[config.mk]
export PLATFORM = sky130hd
export DESIGN_NAME = multicycle_ctrl_fsm
export DESIGN_NICKNAME = d
export VERILOG_FILES = /design/src/rtl/multicycle_ctrl_fsm.sv
export SDC_FILE = /design/constraint.sdc
export NUM_CORES = 1
export LEC_CHECK = 0
export ABC_AREA = 1
export BUFFER_PORTS_ARGS = -buffer_cell sky130_fd_sc_hd__buf_2
export CAP_MARGIN = 25
export CORE_AREA = 2 2 39 41
export DETAILED_ROUTE_END_ITERATION = 10
export DIE_AREA = 0 0 41 43
export PLACE_DENSITY = 0.81
export SKIP_LAST_GASP = 1
export SYNTH_ARGS = -nofsm -noshare
export SYNTH_HDL_FRONTEND = slang
export SYNTH_SLANG_ARGS = --single-unit
export TNS_END_PERCENT = 50
[constraint.sdc]
create_clock -name clk -period 2.9 [get_ports clk]
set_clock_uncertainty 0.1 [all_clocks]
set_input_delay 0.435 -clock clk [delete_from_list [all_inputs] [get_ports clk]]
set_output_delay 0.435 -clock clk [all_outputs]
set_load 0.05 [all_outputs]
[src/rtl/multicycle_ctrl_fsm.sv]
// multicycle_ctrl_fsm: main control FSM of a multicycle RV32I datapath.
// It sequences fetch/decode/execute/memory/writeback and drives the PC/IR/memory/regfile
// enables and the datapath mux selects. Memory states wait on mem_ready when
// MEM_HANDSHAKE=1.
// Optional build macro ILLEGAL_TRAP_EN adds an illegal_instr output. With it, an
// illegal opcode parks the FSM in TRAP until reset. Without it, such opcodes fall back
// to FETCH and behave as a 2-cycle NOP.
module multicycle_ctrl_fsm #(
  parameter bit MEM_HANDSHAKE = 1'b1
) (
  input  logic       clk,
  input  logic       rst,
  input  logic [6:0] op,
  input  logic [2:0] funct3,
  input  logic       zero,
  input  logic       mem_ready,
  output logic       PCWrite,
  output logic       AdrSrc,
  output logic       MemWrite,
  output logic       IRWrite,
  output logic       RegWrite,
  output logic [1:0] ResultSrc,
  output logic [1:0] ALUSrcA,
  output logic [1:0] ALUSrcB,
  output logic [1:0] ALUOp,
  output logic [1:0] ImmSrc
`ifdef ILLEGAL_TRAP_EN
  ,
  output logic       illegal_instr
`endif
);

  localparam logic [6:0] OP_LOAD   = 7'b0000011;
  localparam logic [6:0] OP_STORE  = 7'b0100011;
  localparam logic [6:0] OP_RTYPE  = 7'b0110011;
  localparam logic [6:0] OP_ITYPE  = 7'b0010011;
  localparam logic [6:0] OP_JAL    = 7'b1101111;
  localparam logic [6:0] OP_BRANCH = 7'b1100011;

  typedef enum logic [3:0] {
    S_FETCH    = 4'd0,
    S_DECODE   = 4'd1,
    S_MEMADR   = 4'd2,
    S_MEMREAD  = 4'd3,
    S_MEMWRITE = 4'd4,
    S_MEMWB    = 4'd5,
    S_EXECR    = 4'd6,
    S_EXECI    = 4'd7,
    S_JAL      = 4'd8,
    S_ALUWB    = 4'd9,
    S_BEQ      = 4'd10,
    S_TRAP     = 4'd11
  } state_t;

  state_t state_q, state_d;

  // With the handshake disabled every memory access completes in one cycle.
  logic mem_ok;
  assign mem_ok = MEM_HANDSHAKE ? mem_ready : 1'b1;

  // State register; reset returns to FETCH and aborts any instruction in flight.
  always_ff @(posedge clk) begin
    if (rst) state_q <= S_FETCH;
    else     state_q <= state_d;
  end

  // Next-state decode; unreachable encodings recover to FETCH.
  always_comb begin
    state_d = state_q;
    case (state_q)
      S_FETCH:    if (mem_ok) state_d = S_DECODE;
      S_DECODE: begin
        case (op)
          OP_LOAD, OP_STORE: state_d = S_MEMADR;
          OP_RTYPE:          state_d = S_EXECR;
          OP_ITYPE:          state_d = S_EXECI;
          OP_JAL:            state_d = S_JAL;
          OP_BRANCH:         state_d = S_BEQ;
`ifdef ILLEGAL_TRAP_EN
          default:           state_d = S_TRAP;
`else
          default:           state_d = S_FETCH;
`endif
        endcase
      end
      S_MEMADR:   state_d = (op == OP_LOAD) ? S_MEMREAD : S_MEMWRITE;
      S_MEMREAD:  if (mem_ok) state_d = S_MEMWB;
      S_MEMWRITE: if (mem_ok) state_d = S_FETCH;
      S_MEMWB:    state_d = S_FETCH;
      S_EXECR:    state_d = S_ALUWB;
      S_EXECI:    state_d = S_ALUWB;
      S_JAL:      state_d = S_ALUWB;
      S_ALUWB:    state_d = S_FETCH;
      S_BEQ:      state_d = S_FETCH;
`ifdef ILLEGAL_TRAP_EN
      S_TRAP:     state_d = S_TRAP;
`endif
      default:    state_d = S_FETCH;
    endcase
  end

  // Moore output decode plus the branch-qualified PCWrite; everything is forced low during reset.
  always_comb begin
    logic pc_update;
    logic branch;
    logic taken;
    pc_update = 1'b0;
    branch    = 1'b0;
    AdrSrc    = 1'b0;
    MemWrite  = 1'b0;
    IRWrite   = 1'b0;
    RegWrite  = 1'b0;
    ResultSrc = 2'b00;
    ALUSrcA   = 2'b00;
    ALUSrcB   = 2'b00;
    ALUOp     = 2'b00;
    case (op)
      OP_STORE:  ImmSrc = 2'b01;
      OP_BRANCH: ImmSrc = 2'b10;
      OP_JAL:    ImmSrc = 2'b11;
      default:   ImmSrc = 2'b00;
    endcase
    case (funct3)
      3'b000:  taken = zero;
      3'b001:  taken = ~zero;
      default: taken = 1'b0;
    endcase
    case (state_q)
      S_FETCH: begin
        ALUSrcB   = 2'b10;
        ResultSrc = 2'b10;
        IRWrite   = mem_ok;
        pc_update = mem_ok;
      end
      S_DECODE: begin
        ALUSrcA = 2'b01;
        ALUSrcB = 2'b01;
      end
      S_MEMADR: begin
        ALUSrcA = 2'b10;
        ALUSrcB = 2'b01;
      end
      S_MEMREAD:  AdrSrc = 1'b1;
      S_MEMWRITE: begin
        AdrSrc   = 1'b1;
        MemWrite = 1'b1;
      end
      S_MEMWB: begin
        ResultSrc = 2'b01;
        RegWrite  = 1'b1;
      end
      S_EXECR: begin
        ALUSrcA = 2'b10;
        ALUOp   = 2'b10;
      end
      S_EXECI: begin
        ALUSrcA = 2'b10;
        ALUSrcB = 2'b01;
        ALUOp   = 2'b10;
      end
      S_JAL: begin
        ALUSrcA   = 2'b01;
        ALUSrcB   = 2'b10;
        pc_update = 1'b1;
      end
      S_ALUWB:    RegWrite = 1'b1;
      S_BEQ: begin
        ALUSrcA = 2'b10;
        ALUOp   = 2'b01;
        branch  = 1'b1;
      end
      default: ;
    endcase
    PCWrite = pc_update | (branch & taken);
    if (rst) begin
      PCWrite   = 1'b0;
      AdrSrc    = 1'b0;
      MemWrite  = 1'b0;
      IRWrite   = 1'b0;
      RegWrite  = 1'b0;
      ResultSrc = 2'b00;
      ALUSrcA   = 2'b00;
      ALUSrcB   = 2'b00;
      ALUOp     = 2'b00;
      ImmSrc    = 2'b00;
    end
  end

`ifdef ILLEGAL_TRAP_EN
  // Sticky trap flag; cleared only by reset.
  assign illegal_instr = (state_q == S_TRAP) && !rst;
`endif

endmodule
==> impl_metrics.toml, run 1 <==
[synth]
synth_edf_count = 0
synthArstFlopShare = 0
ys_seq_area_frac = 0.156
synth.net_count = 115
synth_top_area_cell = "dfxtp_1"
yosysMostFrequentCell = "nand2_1"
ys_types = 18
synth.cell_area_um2 = 512
synthTopCellsByCount = "nand2_1, inv_1, nor2_1"
synth_cells = 101
synth_top_area_frac = 0.156
syn_area_per_cell_um2 = 5.07
ys_warn_count = 0
yosys_most_used_dff = "dfxtp_1"
synthTopCellsByArea = "dfxtp_1, nand2_1, inv_1"
ys_seq_elements = 4

[worst_setup_path]
critPathKind = "reg2out"
r2r-end = "state_q[0]"
r2r_cells = 6
critPathRequiredTime_ns = 2.37
critPathMaxFanout = 5
cp_data_arrival_time_ns = 1.56
start_kind = "flip-flop"
r2r-start = "state_q[1]"
cp-end-kind = "output port"
rrSetupSlack_ns = 1.59

[global_route]
grt_max_degree = 18
grt_pass1_vias = 567
gr-total-overflow = 0
grt_usage = 0.167
grt_pass1_wl_um = 2060
antenna_found_initial = 0

[clock_network]
cts_made_buffers = 3
cts_tree = "done"
clk_path_buf_depth = 2
cts_setup_buffers = 0
cts_hold_buf = 0
cts_sinks = 4
clk-insertion-delay-late_ns = 0.25
path_clk_slew_ns = 0.04
post_cts_resized = 0
cts-root-buf = "clkbuf_4"
h-tree-depth = 1

[pwr]
ir_drop_uv = 110
leakage_nw = 0.427
p_per_area_mw_per_mm2 = 297
p_total_mw = 0.204

[drt]
viasPerCell = 4.79
wl_per_cell_um = 9.34
drt_wl_total_um = 1360
drt_iter0_drc = 15
vias = 700
antenna_left = 0
drc_errors = 0
firstDrtPassIters = 4

[sta]
max_freq_ghz = 0.477
finalSetupTns_ns = 0
layout_min_cycle_time_ns = 2.10
fin_crit_sh = 0.723
setup_viol = 0
rsz0062_at_grt = "no"
relSlewSlack = 0.797
tightest_slew_ns = 0.305
slew_viol_final = 0
setup_slack_ns = 0.803
hold_violations = 0

[finish]
nets = 146
largest_reg_flops = 4
postLayoutCoreUtil = 0.495
area_growth_pct = 34.0
reg_top3 = "state_q (4)"
top_register = "state_q"
drive_gt1_frac = 0.308
diodes = 0

[status]
status = "completed"

[die]
io_pins = 29
die_w_um = 41
die_area_mm2 = 0.00176
core_area_mm2 = 0.00138
start_util = 0.370
die_h_um = 43
rows = 14

[worst_hold_path]
hp-class = "in2reg"
whs_endpoint = "state_q[2]"
min_from = "mem_ready"
min_path_cells = 4

[job]
max_cap_viol_count = 0

[place]
globalplace.congestion = 0.848
portBuffers = 28
dp_slack_ns = 1.01
dp_hpwl_um = 1080
[where the power goes]
part	internal [mW]	switching, mW	total, mW
sequential	0.0567	0.00147	0.0582
clock	0.0466	0.0277	0.0744
combinational	0.0205	0.0507	0.0713
[layout make-up]
type	instances	area, um^2
fillers	153	698
inverters	21	78.8
well taps	16	20.0
flip-flops and latches	4	80.1
multi-input cells	74	344
repair buffers	28	140
clock buffers	3	22.5
[cells in the final DEF (no fill, tap or decap)]
master | synthesis | routed
a21oi_1 | 6 | 6
a21oi_2 | 1 | 1
a31oi_1 | 1 | 1
buf_2 | 1 | 28
clkbuf_4 | 0 | 3
dfxtp_1 | 4 | 4
inv_1 | 19 | 19
inv_2 | 2 | 2
nand2_1 | 21 | 21
nand2_2 | 2 | 2
nand3_1 | 11 | 11
nand4_1 | 1 | 1
nor2_1 | 16 | 16
nor2_2 | 4 | 4
nor3_1 | 4 | 4
o211ai_1 | 1 | 1
o21ai_0 | 5 | 5
xor2_1 | 1 | 1
[metrics by stage]
| step | area (um^2) | instances | hold WS, ns |
|---|---|---|---|
| 2_1_floorplan | 512 | 101 | 0.526 |
| 5_1_grt | 686 | 146 | 0.433 |
| 4_1_cts | 686 | 146 | 0.398 |
| 3_5_place_dp | 663 | 143 | 0.580 |
| 3_3_place_gp | 663 | 143 | 0.568 |
| 6_report | 686 | 146 | 0.398 |
[how the worst max path moves through the flow]
stage | from | end | slack (ns) | depth (start not counted)
after floorplan | rst | ALUSrcA[1] | 0.66 | 2
after global placement | op[6] | ImmSrc[1] | 1.00 | 6
after detailed placement | op[3] | ImmSrc[1] | 1.01 | 7
after CTS | state_q[2] | AdrSrc | 0.80 | 7
after global routing | state_q[2] | AdrSrc | 0.66 | 7
final | state_q[2] | AdrSrc | 0.80 | 7
[critical path, cell delays in order (launching register included)]
cell     delay (ns)
dfxtp_1        0.43
inv_2          0.08
nor2_1         0.11
inv_1          0.08
nor2_1         0.14
inv_1          0.08
a21oi_1        0.11
buf_2          0.27
[layer usage]
metal / part of all wire / vias up / track usage
met1: 0.42 / 292 / 0.203
li1: - / 374 / -
met4: 0.025 / 0 / 0.100
met3: 0.073 / 5 / 0.0157
met2: 0.48 / 29 / 0.266
met5: 0 / - / 0
[logic make-up (layout without fill, tap and decap cells)]
| group | count (synthesis) | after routing | synth area share |
|---|---|---|---|
| simple gates | 59 | 59 | 0.504 |
| buf+inv | 23 | 52 | 0.171 |
| compound gates | 14 | 14 | 0.152 |
| flops | 4 | 4 | 0.156 |
| xor+xnor | 1 | 1 | 0.0171 |
Note: power is estimated with default switching activity, not from simulation.
==> run 2: changes to the inputs <==
==> constraint.sdc (replaced) <==
create_clock -name clk -period 2.01 [get_ports clk]
set_clock_uncertainty 0.1 [all_clocks]
set_input_delay 0.3015 -clock clk [delete_from_list [all_inputs] [get_ports clk]]
set_output_delay 0.3015 -clock clk [all_outputs]
set_load 0.05 [all_outputs]
==> run 2 against run 1 <==
Final cell count unchanged. Clock-buffer cell count stayed put. Core utilization rose by 0.90 points. Sequential power rose by 45%. Combinational power grew 47%. Non-clock buffer count is the same. First-iteration DRC count grew 33%. Clock power up 33%. Highest routed layer is now met3.
==> impl_metrics.toml, run 2 (synthesized netlist as in run 1, its figures left out) <==
[status]
status = "completed"

[global_route]
grt_max_degree = 18
grt_usage = 0.190
grt_pass1_vias = 619
antenna_found_initial = 0
grt_pass1_wl_um = 2260
gr-total-overflow = 0

[finish]
fin_cells = 146
fill_cells = 150
reg_top3 = "state_q (4)"
fin_area_um2 = 698
top_register = "state_q"
regArea_um2 = 80.1
drive_gt1_frac = 0.315
largest_reg_flops = 4
diodes = 0
area_growth_pct = 36.4
multi_input_area_um2 = 354
nets = 146
layout_commonest_cell = "buf_2"
final_cell_mix = "buf_2, nand2_1, inv_1, nor2_1, nand3_1"
postLayoutCoreUtil = 0.505

[sta]
fin_crit_sh = 0.947
hold_violations = 0
rsz0062_at_grt = "yes"
setup_slack_ns = 0.106
relSlewSlack = 0.799
setup_viol = 0
tightest_slew_ns = 0.302
layout_min_cycle_time_ns = 1.90
slew_viol_final = 0
whs_ns = 0.306
max_freq_ghz = 0.525

[die]
start_util = 0.370
io_pins = 29
core_area_mm2 = 0.00138
die_h_um = 43
die_area_mm2 = 0.00176
die_w_um = 41
rows = 14

[worst_setup_path]
r2r_cells = 6
rrSetupSlack_ns = 0.72
critPathKind = "reg2out"
start_kind = "flip-flop"
cp-end-kind = "output port"
r2r-end = "state_q[2]"
startpoint = "state_q[0]"
r2r-start = "state_q[1]"
cp_data_arrival_time_ns = 1.50
critPathRequiredTime_ns = 1.61
endpoint = "ALUSrcB[0]"
critPathMaxFanout = 5

[drt]
vias = 708
antenna_left = 0
firstDrtPassIters = 4
drt_iter0_drc = 20
viasPerCell = 4.85
drt_wl_total_um = 1470
drc_errors = 0
wl_per_cell_um = 10.0

[clock_network]
clk-insertion-delay-late_ns = 0.23
cts_hold_buf = 0
cts_tree = "done"
cts_sinks = 4
path_clk_slew_ns = 0.04
clk_path_buf_depth = 2
cts_made_buffers = 3
cts-root-buf = "clkbuf_4"
h-tree-depth = 1

[job]
max_cap_viol_count = 0

[place]
dp_cells = 143
placedInstanceArea_um2 = 668
globalplace.congestion = 0.828
dp_slack_ns = 0.296
dp_hpwl_um = 1170
portBuffers = 28

[worst_hold_path]
hp-class = "in2reg"

[pwr]
p_per_area_mw_per_mm2 = 413
leakage_nw = 0.429
ir_drop_uv = 165
-- run 2: timing repair --
item | CTS | global route
setup buffers | 0 | 0
hold endpoints to repair | 0 | 0
endpoints found under the setup margin | 0 | 3
resized for setup | 0 | 3
-- run 2: power breakdown --
group          leakage (nW)  switching [mW]  internal [mW]  total [mW]
clock                0.0138          0.0320         0.0667      0.0987
sequential           0.0325         0.00226         0.0819      0.0842
combinational         0.382          0.0747         0.0305       0.105
-- run 2: per-layer routing --
metal / vias up / track usage / part of all wire
met5: - / 0 / 0
li1: 375 / - / -
met4: 0 / 0.113 / 0
met2: 38 / 0.328 / 0.53
met1: 295 / 0.194 / 0.39
met3: 0 / 0.0366 / 0.076
-- run 2: worst min-delay path by stage --
stage,cells past startpoint,slack (ns),end,from
floorplan,3,0.40,state_q[2],mem_ready
global placement,4,0.53,state_q[2],mem_ready
detailed placement,4,0.52,state_q[2],mem_ready
CTS,4,0.30,state_q[2],mem_ready
global route,4,0.34,state_q[2],mem_ready
finish,4,0.31,state_q[2],mem_ready
-- run 2: final cells by class --
type | instances | area share
flip-flops and latches | 4 | 0.115
clock buffers | 3 | 0.0323
multi-input cells | 74 | 0.507
inverters | 21 | 0.113
repair buffers | 28 | 0.204
well taps | 16 | 0.0287
-- run 2: worst max-delay path, cell delays in order (launching register included) --
cell and delay, ns:
dfxtp_1 0.37, nand2_1 0.16, nor2_4 0.20, inv_1 0.07, o21ai_0 0.08, o21ai_0 0.09, inv_1 0.05, buf_2 0.25
-- run 2: stage by stage --
stage / setup TNS [ns] / total power [mW]
2_1_floorplan: -0.0583 / 0.160
3_3_place_gp: 0 / 0.187
3_5_place_dp: 0 / 0.189
4_1_cts: 0 / 0.289
5_1_grt: -0.0297 / 0.302
6_report: 0 / 0.288
==> run 3: changes to the inputs <==
==> constraint.sdc (replaced) <==
create_clock -name clk -period 2.01 [get_ports clk]
set_clock_uncertainty 0.1 [all_clocks]
set_input_delay 0.3015 -clock clk [delete_from_list [all_inputs] [get_ports clk]]
set_output_delay 0.3015 -clock clk [all_outputs]
set_load 0.01 [all_outputs]
==> run 3 against run 2 <==
Via count increased by 0.28%. Register-to-register slack got worse by 0.04 ns. Maximum frequency increased by 4.3%. Worst hold slack improved by 0.010 ns. Clock-buffer cell count unchanged. Final area down 1.8%. Core utilization down 0.90 points. Largest cell class unchanged. Highest routed layer is now met4. Global-route usage is 2.4 points lower. Final cell count unchanged. Combinational power down 28%. Sequential share of layout area rose by 0.21 points. Non-clock buffer count is the same. Critical path type unchanged.
==> impl_metrics.toml, run 3 (synthesized netlist as in run 1, its figures left out) <==
[finish]
area_growth_pct = 34.0
largest_reg_flops = 4
postLayoutCoreUtil = 0.495
final_cell_mix = "buf_2, nand2_1, inv_1, nor2_1, nand3_1"
reg_top3 = "state_q (4)"
top_register = "state_q"
fill_cells = 139
drive_gt1_frac = 0.308
layout_commonest_cell = "buf_2"
diodes = 0
nets = 146

[sta]
max_freq_ghz = 0.548
slew_viol_final = 0
setup_viol = 0
layout_min_cycle_time_ns = 1.83
relSlewSlack = 0.810
rsz0062_at_grt = "no"
finalSetupTns_ns = 0
hold_violations = 0
tightest_slew_ns = 0.283
fin_crit_sh = 0.909

[worst_hold_path]
hp-class = "in2reg"
min_path_cells = 4

[drt]
drt_iter0_drc = 14
wl_per_cell_um = 9.10
drt_wl_total_um = 1330
drc_errors = 0
firstDrtPassIters = 4
vias = 710
viasPerCell = 4.86
antenna_left = 0

[global_route]
grt_usage = 0.166
gr-total-overflow = 0
grt_pass1_vias = 586
grt_pass1_wl_um = 2080
grt_max_degree = 18
antenna_found_initial = 0

[clock_network]
path_clk_slew_ns = 0.04
cts-root-buf = "clkbuf_4"
clk_path_buf_depth = 2
cts_tree = "done"
cts_sinks = 4
cts_hold_buf = 0
clk-insertion-delay-late_ns = 0.24
cts_setup_buffers = 0
cts_made_buffers = 3
h-tree-depth = 1
post_cts_resized = 0

[pwr]
clkPwrFrac = 0.386
swShare = 0.315
p_sw_mw = 0.0819
leakage_nw = 0.427
comb_power_share = 0.291
ir_drop_uv = 201
power_frac_seq = 0.323
p_per_area_mw_per_mm2 = 379
p_int_mw = 0.178

[worst_setup_path]
cp-end-kind = "output port"
critPathMaxFanout = 5
r2r_cells = 6
cp_data_arrival_time_ns = 1.42
critPathRequiredTime_ns = 1.61
cpPeakStageDelay_ns = 0.42
path_cells = "inv_2 -> nor2_1 -> inv_1 -> o21ai_0 -> o21ai_0 -> inv_1 -> buf_2"
critPathKind = "reg2out"
slowest_stage = "dfxtp_1"
start_kind = "flip-flop"

[die]
start_util = 0.370
core_area_mm2 = 0.00138
die_area_mm2 = 0.00176
die_w_um = 41
io_pins = 29
rows = 14
die_h_um = 43

[place]
portBuffers = 28
dp_hpwl_um = 1090
globalplace.congestion = 0.830

[status]
status = "completed"

[job]
max_cap_viol_count = 0
run 3: cell counts in the layout (fill, tap and decap cells not counted):
No cell type changed its count.
run 3: path summary, 6_finish.rpt:
check / slack (ns) / from / to
worst max-delay path: 0.18 / state_q[2] / ALUSrcB[0]
worst min register to register: 0.59 / state_q[0] / state_q[0]
worst max register to register: 0.68 / state_q[1] / state_q[2]
worst min-delay path: 0.32 / mem_ready / state_q[2]
run 3: critical path: cells and delay by family, from the launching register on:
| kind | cells | cell delay, ns |
|---|---|---|
| buf+inv | 4 | 0.34 |
| flops | 1 | 0.42 |
| compound gates | 2 | 0.30 |
| simple gates | 1 | 0.13 |
run 3: metrics by stage:
stage / hold WS (ns) / std cells / power, mW / setup slack, ns / area (um^2)
floorplan: 0.395 / 101 / 0.132 / 0.608 / 512
global placement: 0.522 / 143 / 0.159 / 0.474 / 663
detailed placement: 0.548 / 143 / 0.160 / 0.466 / 663
CTS: 0.301 / 146 / 0.262 / 0.204 / 686
global route: 0.326 / 146 / 0.273 / 0.0525 / 686
finish: 0.317 / 146 / 0.260 / 0.184 / 686
run 3: final cells by class:
cell class / count / area [um^2] / area share
inverters: 21 / 78.8 / 0.115
multi-input cells: 74 / 344 / 0.502
repair buffers: 28 / 140 / 0.204
flip-flops and latches: 4 / 80.1 / 0.117
clock buffers: 3 / 22.5 / 0.0328
well taps: 16 / 20.0 / 0.0292
run 3: power groups by stage:
stage / combinational, mW / sequential (mW) / clock, mW
floorplan: 0.0472 / 0.0848 / 0
global placement: 0.0735 / 0.0853 / 0
detailed placement: 0.0750 / 0.0853 / 0
CTS: 0.0754 / 0.0841 / 0.103
global route: 0.0868 / 0.0842 / 0.102
finish: 0.0757 / 0.0841 / 0.100
run 3: routing by layer:
layer	global-route usage	vias to the layer above	wire length (um)	part of all wire
met5	0	-	0	0
met4	0.0733	0	31	0.023
met3	0.0209	4	102	0.077
met2	0.281	28	640	0.48
met1	0.194	303	553	0.42
li1	-	375	-	-
